File: src/rtl/ps2_pkg.sv
// Shared PS/2 definitions: transmitter state encoding, command bytes, parity helper.
// Also imported by the keyboard receive path.
package ps2_pkg;

    typedef enum logic [2:0] {
        IDLE,
        INHIBIT,
        START,
        SEND,
        ACK,
        WAIT_IDLE
    } ps2_state_t;

    localparam logic [7:0] PS2_CMD_SET_LEDS = 8'hED;
    localparam logic [7:0] PS2_CMD_ENABLE   = 8'hF4;
    localparam logic [7:0] PS2_CMD_RESET    = 8'hFF;

    function automatic logic ps2_odd_parity(input logic [7:0] d);
        return ~^d;
    endfunction

endpackage

File: src/rtl/ps2_host_tx_if.sv
// Command-side handshake and status bundle of the PS/2 host transmitter.
interface ps2_host_tx_if;

    logic [7:0] tx_data;
    logic       tx_valid;
    logic       tx_ready;
    logic       busy;
    logic       tx_done;
    logic       tx_ack_err;
    logic       tx_timeout;

    modport master (
        output tx_data, tx_valid,
        input  tx_ready, busy, tx_done, tx_ack_err, tx_timeout
    );

    modport slave (
        input  tx_data, tx_valid,
        output tx_ready, busy, tx_done, tx_ack_err, tx_timeout
    );

endinterface

File: src/rtl/ps2_line_sync.sv
// PS/2 pin conditioning: 4-flop clock filter with falling-edge detect, 2-flop data sync.
module ps2_line_sync (
    input  logic clk,
    input  logic rst,
    input  logic ps2_clk_in,
    input  logic ps2_dat_in,
    output logic nedge,
    output logic clk_s,
    output logic dat_s
);

    logic [3:0] r_clk_sh;
    logic [1:0] r_dat_sh;

    // Reset to the pulled-up idle level so no edge is seen out of reset.
    always_ff @(posedge clk or posedge rst) begin
        if (rst) begin
            r_clk_sh <= '1;
            r_dat_sh <= '1;
        end else begin
            r_clk_sh <= {r_clk_sh[2:0], ps2_clk_in};
            r_dat_sh <= {r_dat_sh[0], ps2_dat_in};
        end
    end

    assign nedge = !r_clk_sh[0] && !r_clk_sh[1] && r_clk_sh[2] && r_clk_sh[3];
    assign clk_s = r_clk_sh[1];
    assign dat_s = r_dat_sh[1];

endmodule

File: src/rtl/ps2_host_tx.sv
// PS/2 host-to-device command transmitter: request-to-send, device-clocked frame,
// acknowledge check and watchdog, driving both lines open-drain.
module ps2_host_tx
    import ps2_pkg::*;
#(
    parameter int unsigned INHIBIT_CYCLES = 5000,
    parameter int unsigned TIMEOUT_CYCLES = 750000
) (
    input  logic          clk,
    input  logic          rst,
    ps2_host_tx_if.slave  bus,
    input  logic          ps2_clk_in,
    input  logic          ps2_dat_in,
    output logic          ps2_clk_oe,
    output logic          ps2_dat_oe
);

    localparam int unsigned INH_W = (INHIBIT_CYCLES > 1) ? $clog2(INHIBIT_CYCLES) : 1;
    localparam int unsigned WD_W  = (TIMEOUT_CYCLES > 1) ? $clog2(TIMEOUT_CYCLES) : 1;

    ps2_state_t       r_state;
    logic [7:0]       r_data;
    logic             r_parity;
    logic [3:0]       r_n;
    logic [INH_W-1:0] r_inh;
    logic [WD_W-1:0]  r_wd;
    logic             r_clk_oe;
    logic             r_dat_oe;
    logic             r_done;
    logic             r_ack_err;
    logic             r_timeout;

    logic             w_nedge;
    logic             w_clk_s;
    logic             w_dat_s;
    logic [3:0]       w_n_next;
    logic             w_wd_hit;

    ps2_line_sync u_sync (
        .clk        (clk),
        .rst        (rst),
        .ps2_clk_in (ps2_clk_in),
        .ps2_dat_in (ps2_dat_in),
        .nedge      (w_nedge),
        .clk_s      (w_clk_s),
        .dat_s      (w_dat_s)
    );

    assign w_n_next = r_n + 4'd1;
    assign w_wd_hit = (r_wd == WD_W'(TIMEOUT_CYCLES - 1));

    always_ff @(posedge clk or posedge rst) begin
        if (rst) begin
            r_state   <= IDLE;
            r_data    <= '0;
            r_parity  <= 1'b0;
            r_n       <= '0;
            r_inh     <= '0;
            r_wd      <= '0;
            r_clk_oe  <= 1'b0;
            r_dat_oe  <= 1'b0;
            r_done    <= 1'b0;
            r_ack_err <= 1'b0;
            r_timeout <= 1'b0;
        end else begin
            r_done    <= 1'b0;
            r_ack_err <= 1'b0;
            r_timeout <= 1'b0;
            case (r_state)
                IDLE: begin
                    r_clk_oe <= 1'b0;
                    r_dat_oe <= 1'b0;
                    if (bus.tx_valid) begin
                        r_data   <= bus.tx_data;
                        r_parity <= ps2_odd_parity(bus.tx_data);
                        r_inh    <= '0;
                        r_n      <= '0;
                        r_clk_oe <= 1'b1;
                        r_state  <= INHIBIT;
                    end
                end
                INHIBIT: begin
                    if (r_inh == INH_W'(INHIBIT_CYCLES - 1)) begin
                        r_dat_oe <= 1'b1;
                        r_state  <= START;
                    end else begin
                        r_inh <= r_inh + INH_W'(1);
                    end
                end
                START: begin
                    r_clk_oe <= 1'b0;
                    r_wd     <= '0;
                    r_state  <= SEND;
                end
                SEND: begin
                    // Edge k presents data bit k-1; edge 9 parity; edge 10 releases for the stop bit.
                    if (w_nedge) begin
                        r_wd <= '0;
                        r_n  <= w_n_next;
                        case (w_n_next)
                            4'd9:    r_dat_oe <= ~r_parity;
                            4'd10: begin
                                r_dat_oe <= 1'b0;
                                r_state  <= ACK;
                            end
                            default: r_dat_oe <= ~r_data[r_n[2:0]];
                        endcase
                    end else if (w_wd_hit) begin
                        r_clk_oe  <= 1'b0;
                        r_dat_oe  <= 1'b0;
                        r_timeout <= 1'b1;
                        r_state   <= IDLE;
                    end else begin
                        r_wd <= r_wd + WD_W'(1);
                    end
                end
                ACK: begin
                    if (w_nedge) begin
                        r_wd <= '0;
                        r_n  <= w_n_next;
                        if (w_dat_s) begin
                            r_ack_err <= 1'b1;
                            r_state   <= IDLE;
                        end else begin
                            r_state <= WAIT_IDLE;
                        end
                    end else if (w_wd_hit) begin
                        r_clk_oe  <= 1'b0;
                        r_dat_oe  <= 1'b0;
                        r_timeout <= 1'b1;
                        r_state   <= IDLE;
                    end else begin
                        r_wd <= r_wd + WD_W'(1);
                    end
                end
                WAIT_IDLE: begin
                    if (w_clk_s && w_dat_s) begin
                        r_done  <= 1'b1;
                        r_state <= IDLE;
                    end else if (w_wd_hit) begin
                        r_clk_oe  <= 1'b0;
                        r_dat_oe  <= 1'b0;
                        r_timeout <= 1'b1;
                        r_state   <= IDLE;
                    end else begin
                        r_wd <= r_wd + WD_W'(1);
                    end
                end
                default: begin
                    r_clk_oe <= 1'b0;
                    r_dat_oe <= 1'b0;
                    r_state  <= IDLE;
                end
            endcase
        end
    end

    assign ps2_clk_oe     = r_clk_oe;
    assign ps2_dat_oe     = r_dat_oe;
    assign bus.tx_ready   = (r_state == IDLE);
    assign bus.busy       = (r_state != IDLE);
    assign bus.tx_done    = r_done;
    assign bus.tx_ack_err = r_ack_err;
    assign bus.tx_timeout = r_timeout;

endmodule
File: src/flat_wrapper.sv
// flat-port wrapper written by rule: the top's interface ports become plain ports
module ps2_host_tx_flat import ps2_pkg::*;
#(
    parameter int unsigned INHIBIT_CYCLES = 5000,
    parameter int unsigned TIMEOUT_CYCLES = 750000
)
  (clk, rst, ps2_clk_in, ps2_dat_in, ps2_clk_oe, ps2_dat_oe, bus_tx_data, bus_tx_valid, bus_tx_ready, bus_busy, bus_tx_done, bus_tx_ack_err, bus_tx_timeout);
  ps2_host_tx_if bus_i ();
  input  logic clk;
  input  logic rst;
  input  logic ps2_clk_in;
  input  logic ps2_dat_in;
  output logic ps2_clk_oe;
  output logic ps2_dat_oe;
  input wire logic [$bits(bus_i.tx_data)-1:0] bus_tx_data;
  input wire logic [$bits(bus_i.tx_valid)-1:0] bus_tx_valid;
  output wire logic [$bits(bus_i.tx_ready)-1:0] bus_tx_ready;
  output wire logic [$bits(bus_i.busy)-1:0] bus_busy;
  output wire logic [$bits(bus_i.tx_done)-1:0] bus_tx_done;
  output wire logic [$bits(bus_i.tx_ack_err)-1:0] bus_tx_ack_err;
  output wire logic [$bits(bus_i.tx_timeout)-1:0] bus_tx_timeout;
  assign bus_i.tx_data = bus_tx_data;
  assign bus_i.tx_valid = bus_tx_valid;
  assign bus_tx_ready = bus_i.tx_ready;
  assign bus_busy = bus_i.busy;
  assign bus_tx_done = bus_i.tx_done;
  assign bus_tx_ack_err = bus_i.tx_ack_err;
  assign bus_tx_timeout = bus_i.tx_timeout;
  ps2_host_tx #(.INHIBIT_CYCLES(INHIBIT_CYCLES), .TIMEOUT_CYCLES(TIMEOUT_CYCLES)) u_core (.clk(clk), .rst(rst), .bus(bus_i), .ps2_clk_in(ps2_clk_in), .ps2_dat_in(ps2_dat_in), .ps2_clk_oe(ps2_clk_oe), .ps2_dat_oe(ps2_dat_oe));
endmodule
File: config.mk
export PLATFORM = sky130hd
export DESIGN_NAME = ps2_host_tx_flat
export DESIGN_NICKNAME = d
export VERILOG_FILES = /design/src/rtl/ps2_pkg.sv /design/src/rtl/ps2_host_tx_if.sv /design/src/rtl/ps2_line_sync.sv /design/src/rtl/ps2_host_tx.sv /design/src/flat_wrapper.sv
export SDC_FILE = /design/constraint.sdc
export NUM_CORES = 1
export LEC_CHECK = 0
export CAP_MARGIN = 30
export CORE_UTILIZATION = 45
export DETAILED_ROUTE_END_ITERATION = 16
export HOLD_SLACK_MARGIN = 0.02
export SYNTH_ARGS = -nofsm -noshare
export SYNTH_HDL_FRONTEND = slang
export SYNTH_HIERARCHICAL = 1
export SYNTH_SLANG_ARGS = --single-unit
File: constraint.sdc
create_clock -name clk -period 3.05 [get_ports clk]
set_input_delay 0.305 -clock clk [delete_from_list [all_inputs] [get_ports clk]]
set_output_delay 0.305 -clock clk [all_outputs]
set_load 0.1 [all_outputs]
* Yosys cells after proc, flatten, opt, wreduce, memory -nomap -nowiden
Index checks and enable logic that the tools add are counted.
** Storage, ports and cells
- Register bits :: 60
- Input bits :: 13
- Output and inout port bits :: 7
- Word-level logic and storage cells :: 100
** Operators by class
- Add/subtract/negate cells :: 3
- $lt $le $gt $ge :: 1
- Equality and inequality tests :: 17
- Muxes and demuxes :: 42
- Bitwise logic cells :: 4
- Reduce and logical (&&, ||, !) cells :: 20
** Operators with widths (count)
- two-way mux 20 bit :: 3
- case mux 20 bit (3 select lines) :: 1
- two-way mux 13 bit :: 2
- case mux 13 bit (2 select lines) :: 1
- two-way mux 3 bit :: 8
- adder 20 x 1 -> 20 bit, second input constant :: 1
- == test 20 bit, second input constant :: 1
- two-way mux 1 bit :: 18
- case mux 3 bit (6 select lines) :: 1
- adder 13 x 1 -> 13 bit, second input constant :: 1
- == test 13 bit, second input constant :: 1
- AND reduction 3 bit :: 4
- inequality test 2 bit, second input constant :: 5
- == test 4 bit, second input constant :: 2
- two-way mux 4 bit :: 2
- case mux 4 bit (2 select lines) :: 1
- XNOR reduction 8 bit :: 1
- == test 3 x 2 -> 1 bit, second input constant :: 2
- == test 3 bit, second input constant :: 2
- nonzero test 3 bit :: 2
- case mux 1 bit (5 select lines) :: 1
- adder 4 x 1 -> 4 bit, second input constant :: 1
- logical AND 1 bit :: 4
- less-than comparator 3 x 4 -> 1 bit, second input constant :: 1
- 13 further kinds :: 21

* Depth between registers and ports, before layout
- Depth in word-level cells :: 6
- Gate-level depth with buffers :: 9

* Modules after synthesis
Netlist, hierarchy kept.
** By module, submodules not included
- ps2_host_tx :: times used 1, cells an instance 359, area an instance 3164.3 µm²
- ps2_line_sync :: times used 1, cells an instance 8, area an instance 173.9 µm²

* Worst setup path before layout
Ideal clock, no wire load.
- Kind :: register to register
- From :: register u_core.r_state[1]
- To :: register u_core.r_n[3]
- Arrival time :: 2.895 ns
- Required time :: 2.932 ns
- Setup slack :: 0.037 ns
- Stages on the path, launching flop included :: 10
- Path buffers :: 2
- Path through :: dfrtp_1 -> buf_2 -> buf_1 -> inv_2 -> nand2_1 -> inv_1 -> nand2_1 -> and2_1 -> o21bai_1 -> a21o_1
** RTL lines
- start, declared :: line ps2_host_tx.sv:21 : ps2_state_t r_state;
- start signal, assigned :: line ps2_host_tx.sv:54 : r_state <= IDLE;
- start signal, assigned :: line ps2_host_tx.sv:79 : r_state <= INHIBIT;
- start signal, assigned :: line ps2_host_tx.sv:85 : r_state <= START;
- logical NOT 3 bit *
- named net bus_tx_ready :: line flat_wrapper.sv:17 : output wire logic [$bits(bus_i.tx_ready)-1:0] bus_tx_ready;
- inequality test 2 bit (no line) or nonzero test 2 bit (tied branches)
- AND reduction 3 bit (no line)
- end signal, assigned :: line ps2_host_tx.sv:99 : r_n <= w_n_next;
- end signal, assigned :: line ps2_host_tx.sv:120 : r_n <= w_n_next;
- end, declared :: line ps2_host_tx.sv:24 : logic [3:0] r_n;
The timed path passes the listed nets; every way through them passes the cells marked *.
A chain may end at the register's enable or synchronous reset.

* Final worst setup path
- From :: register u_core.r_state[1]
- To :: register u_core.r_wd[12]
** On the way
- Cells in the longest elaborated chain, start to end :: 4
** Ends and longest elaborated chain
- == test 3 x 2 -> 1 bit or == test 3 bit (tied branches) :: line ps2_host_tx.sv:69 : case (r_state)
- OR reduction 2 bit (no line)
- nonzero test 3 bit (no line)
- AND reduction 2 bit (no line)
- end signal, assigned :: line ps2_host_tx.sv:114 : r_wd <= r_wd + WD_W'(1);
- end signal, assigned :: line ps2_host_tx.sv:133 : r_wd <= r_wd + WD_W'(1);
- end signal, assigned :: line ps2_host_tx.sv:146 : r_wd <= r_wd + WD_W'(1);
- end, declared :: line ps2_host_tx.sv:26 : logic [WD_W-1:0] r_wd;
Parallel ways exist; a longest one is shown, timed or not.

==> out/summary.md <==
A synthesized cell averages 9.096 µm². The initial standard-cell utilization of the core is 46.27%, and the cell total after placement is 475. The worst path needs 2.368 ns of the cycle, external delays included. The number of antenna diodes in the final layout is 0. The worst supply voltage drop on vdd was 275.8 µV; the setup slack at placement was 0.6828 ns. The tools report the via count of the first global-routing pass as 2,595. The run gives 60 as the count of unique library cells instantiated by Yosys. The die covers 7767 µm². Synthesis produced 367 cells. The highest metal layer with signal wires was met4.

After the first detailed-routing iteration, the DRC count stood at 114. Measured in cells, the most critical reg-to-reg path has a length of 5. Setup repair after global routing left no endpoint under its margin. The pre-antenna-repair detailed-routing pass consisted of 4 iterations.

Buffers placed on the I/O ports in this run total 19. By area the synthesized netlist is led by dfrtp_1, nand2_1, dfstp_2, xnor2_1, xor2_1. Global routing used 20.54% of the available tracks across all layers. Of the synthesized area, sequential elements account for 45.20%.

The run gives 3.142 mm as the routed length on met2. The longest clock path from root to sink contains 2 buffers. The count of final setup violators is 0. Fraction of final layout cells with drive strength greater than 1: 10.20%. The tightest hold path in the finished design has a slack of 0.3519 ns. The worst hold-check path type was in -> async. The final worst clock skew is 0.01063 ns, and the area share of fa/ha/maj cells after synthesis is 1.874%.

The upper clock frequency limit came out at 0.4222 GHz. The analysis attributes to net switching a power of 362.4 µW. The final-report max-slew violation count was 0; the data required time of the critical path was 3.31 ns.

The H-tree level count was 3; the hold violation count in the final report was 0. The share of total power dissipated in combinational logic is 6.0%. Hold repair after CTS inserted 0 buffers. Power spread over the standard cell area amounts to 401.7 nW/µm². Leaving out fill and tap cells, the most frequent cell in the layout is nand2_1. The run finished with clean final reports. The simple-gate share of the synthesized area is 24.93%, and the width of the chip is 88.13 µm.

For the max-cap violation count, the log shows 0. The placed wire-length estimate is 4.862 mm, and the total I/O pin count is 20. The tools report the worst setup margin as 0.6816 ns.

The post-CTS setup buffer count was 0. After detailed routing, the total wire length is 7.039 mm. The tools report the sort of element at the start of the critical path as a flip-flop.

The worst register-to-register path ends at u_core/r_wd[12]. The tools report the routed length on met3 as 290 µm. Net switching is 23.71% of the power. The setup TNS after final layout came out at 0 ns.

For the weighted congestion at the end of routability-driven global placement, the log shows 0.8115. The first global-routing pass estimated 12.15 mm of wire. Along the worst path, the maximum fanout reaches 18. The arrival time of the worst setup path is 2.63 ns. The startpoint identified for the worst register-to-register timing path is u_core/r_state[1]. The power share of the sequential group is 55.9%. Area fraction in compound gates after synthesis: 15.48%. Yosys mapped a number of flops with a built-in enable equal to 0.

Cells fill 52.74% of the core in the end. After clock tree synthesis, the clock-pin slew on the worst setup and hold paths is 0.07 ns. The number of gates given a new drive strength after cts is 0, and the largest net degree at the start of global routing is 33. The slowest stage of the critical path is the dfrtp_1 cell. Among all flip-flop cells after synthesis, the most frequent one is dfrtp_1. Headroom to the max-slew limit came out at 35.56%. The via density per instance works out to 5.493. Grouping stages by cell kind, the critical path spends the most delay in flip-flops.

The number of storage elements in the synthesis netlist was 60; the count of non-filler cells in the finished layout was 491. The endpoint type of the worst setup path was a flip-flop. The core region is 7214 µm². The top cell types in the final layout, fill and taps aside, are nand2_1, dfrtp_1, nor2_1, a21oi_1, clkdlybuf4s50_1. The post-detailed-route count of antenna-violating nets was 0; the fraction of registers with async set/reset was 100.0%. The die is 88.13 µm tall. TritonCTS built the clock tree.

The synthesized design devotes to its leading area cell type 40.48% of total area. The routed layout has 2,697 vias. The initial antenna violation count was 0. After synthesis, the largest family of logic cells by area is simple AND/OR/NAND/NOR gates. Internal power comes to 1166 µW. Summing the areas of all xor and xnor instances in the mapped netlist gives 7.346% of the synthesized area. Of the available clock period, the critical path in the final layout requires 77.65%. Buffer type at the clock tree root: clkbuf_8.

Walking the worst path, the cells encountered are and2b_2, a21boi_2, nor2_1, buf_6, a21oi_1. At the pin with the least slew margin, the transition time is 0.9635 ns. The logs give 60 for the TritonCTS sink count and 0.001603 µW for the static leakage power. The portion of synthesized area spent on multiplexers is 1.687%. The setup check on the worst reg-to-reg path leaves a slack of 0.68 ns. The total buffers and inverters traversed by the critical path is 1. The area overhead of the layout relative to synthesis was 13.98%; the largest stage delay on the critical path was 0.71 ns.

In the final routed layout, each cell accounts on average for 14.34 µm. Start-to-end type of the worst setup path: reg -> reg. The cell taking the most area after synthesis is dfrtp_1.

In the routed design, unresolved DRC markers number 0. The run gives 0 as the total global routing overflow. The number of clock buffers added by TritonCTS is 9. The post-synth design cell area was 3338 µm²; the insertion delay to the later sink of the worst-skew pair was 0.33 ns. The floorplan has 31 rows. The Yosys step of the flow raised 6 warnings.

Synthesized net count: 385. For the routed metal-1 wirelength, the log shows 3.565 mm. The net count of the finished layout is 405, and the clock network fraction of design power is 38.1%.
-- cell families (layout without fill, tap and decap cells) --
family / Yosys count / count (layout)
buffers and inverters: 30 / 55
DFF: 60 / 60
and+or+nand+nor: 160 / 160
AOI/OAI and AO/OA: 81 / 81
adders and majority gates: 5 / 5
muxes: 3 / 3
xor gates and xnor gates: 28 / 28
-- area by class of cell --
cell class              instances  area (µm²)
fillers                       710        3410
clock inverters                 3       15.01
flip-flops and latches         60        1509
repair buffers                 25       244.0
clock buffers                  13       138.9
well taps                      99       123.9
multi-input cells             277        1722
inverters                      14       52.55
-- flip-flops by register name, indices dropped and copies added (netlist names) --
name	cells
u_core/ps2_clk_oe	1
u_core/r_n	4
u_core/bus.tx_ack_err	1
u_core/r_inh	13
u_core/r_state	3
u_core/r_data	8
u_core/u_sync/r_dat_sh	2
u_core/bus.tx_timeout	1
u_core/u_sync/r_clk_sh	4
u_core/bus.tx_done	1
u_core/r_parity	1
u_core/ps2_dat_oe	1
u_core/r_wd	20
-- per-stage QoR --
step	cell area, µm²	power [µW]
global route	3805	1612
CTS	3805	1560
detailed placement	3651	962.1
global placement	3640	962.0
finish	3805	1529
floorplan	3338	922.3
-- power groups by stage --
stage          sequential [µW]  combinational [µW]  clock [µW]
3_3_place_gp               869                92.6           0
3_5_place_dp               869                93.1           0
2_1_floorplan              862                59.9           0
5_1_grt                    858                 105         650
6_report                   855                91.7         582
4_1_cts                    854                94.1         611
-- worst max-delay path by stage --
stage          slack, ns              end  cells past startpoint                       from
3_5_place_dp        0.68  u_core/r_wd[12]                      5          u_core/r_state[1]
4_1_cts             0.68  u_core/r_wd[12]                      5          u_core/r_state[1]
3_3_place_gp        0.65  u_core/r_wd[10]                      5  u_core/u_sync/r_clk_sh[2]
2_1_floorplan       0.04    u_core/r_n[3]                      9          u_core/r_state[1]
5_1_grt             0.42  u_core/r_wd[12]                      5          u_core/r_state[0]
6_report            0.68  u_core/r_wd[12]                      5          u_core/r_state[1]
-- synth_stat cells (3+ instances only) --
library cell and number:
and2_1 6, clkbuf_1 11, o21ai_1 13, inv_1 13, and4_1 3, nand2_1 55, nand4_1 10, buf_2 3
o21ai_0 11, nor4_1 5, dfstp_2 6, o22ai_1 4, a31oi_1 5, nor3_1 3, dfrtp_1 54, xor2_1 14
nor2_1 31, nand3_1 15, and3_1 3, or3_1 3, ha_1 5, o211ai_1 3, a211oi_1 3, xnor2_1 14
a21oi_1 19, nand2b_1 6, o2111a_1 3, o31ai_1 4
-- layer usage --
layer  vias to the layer above  GRT usage (%)
met2                        56          29.88
met4                         0          8.358
li1                       1346              -
met1                      1290          29.45
met5                         -              0
met3                         5          4.807
(Power assumes the default switching activity.)
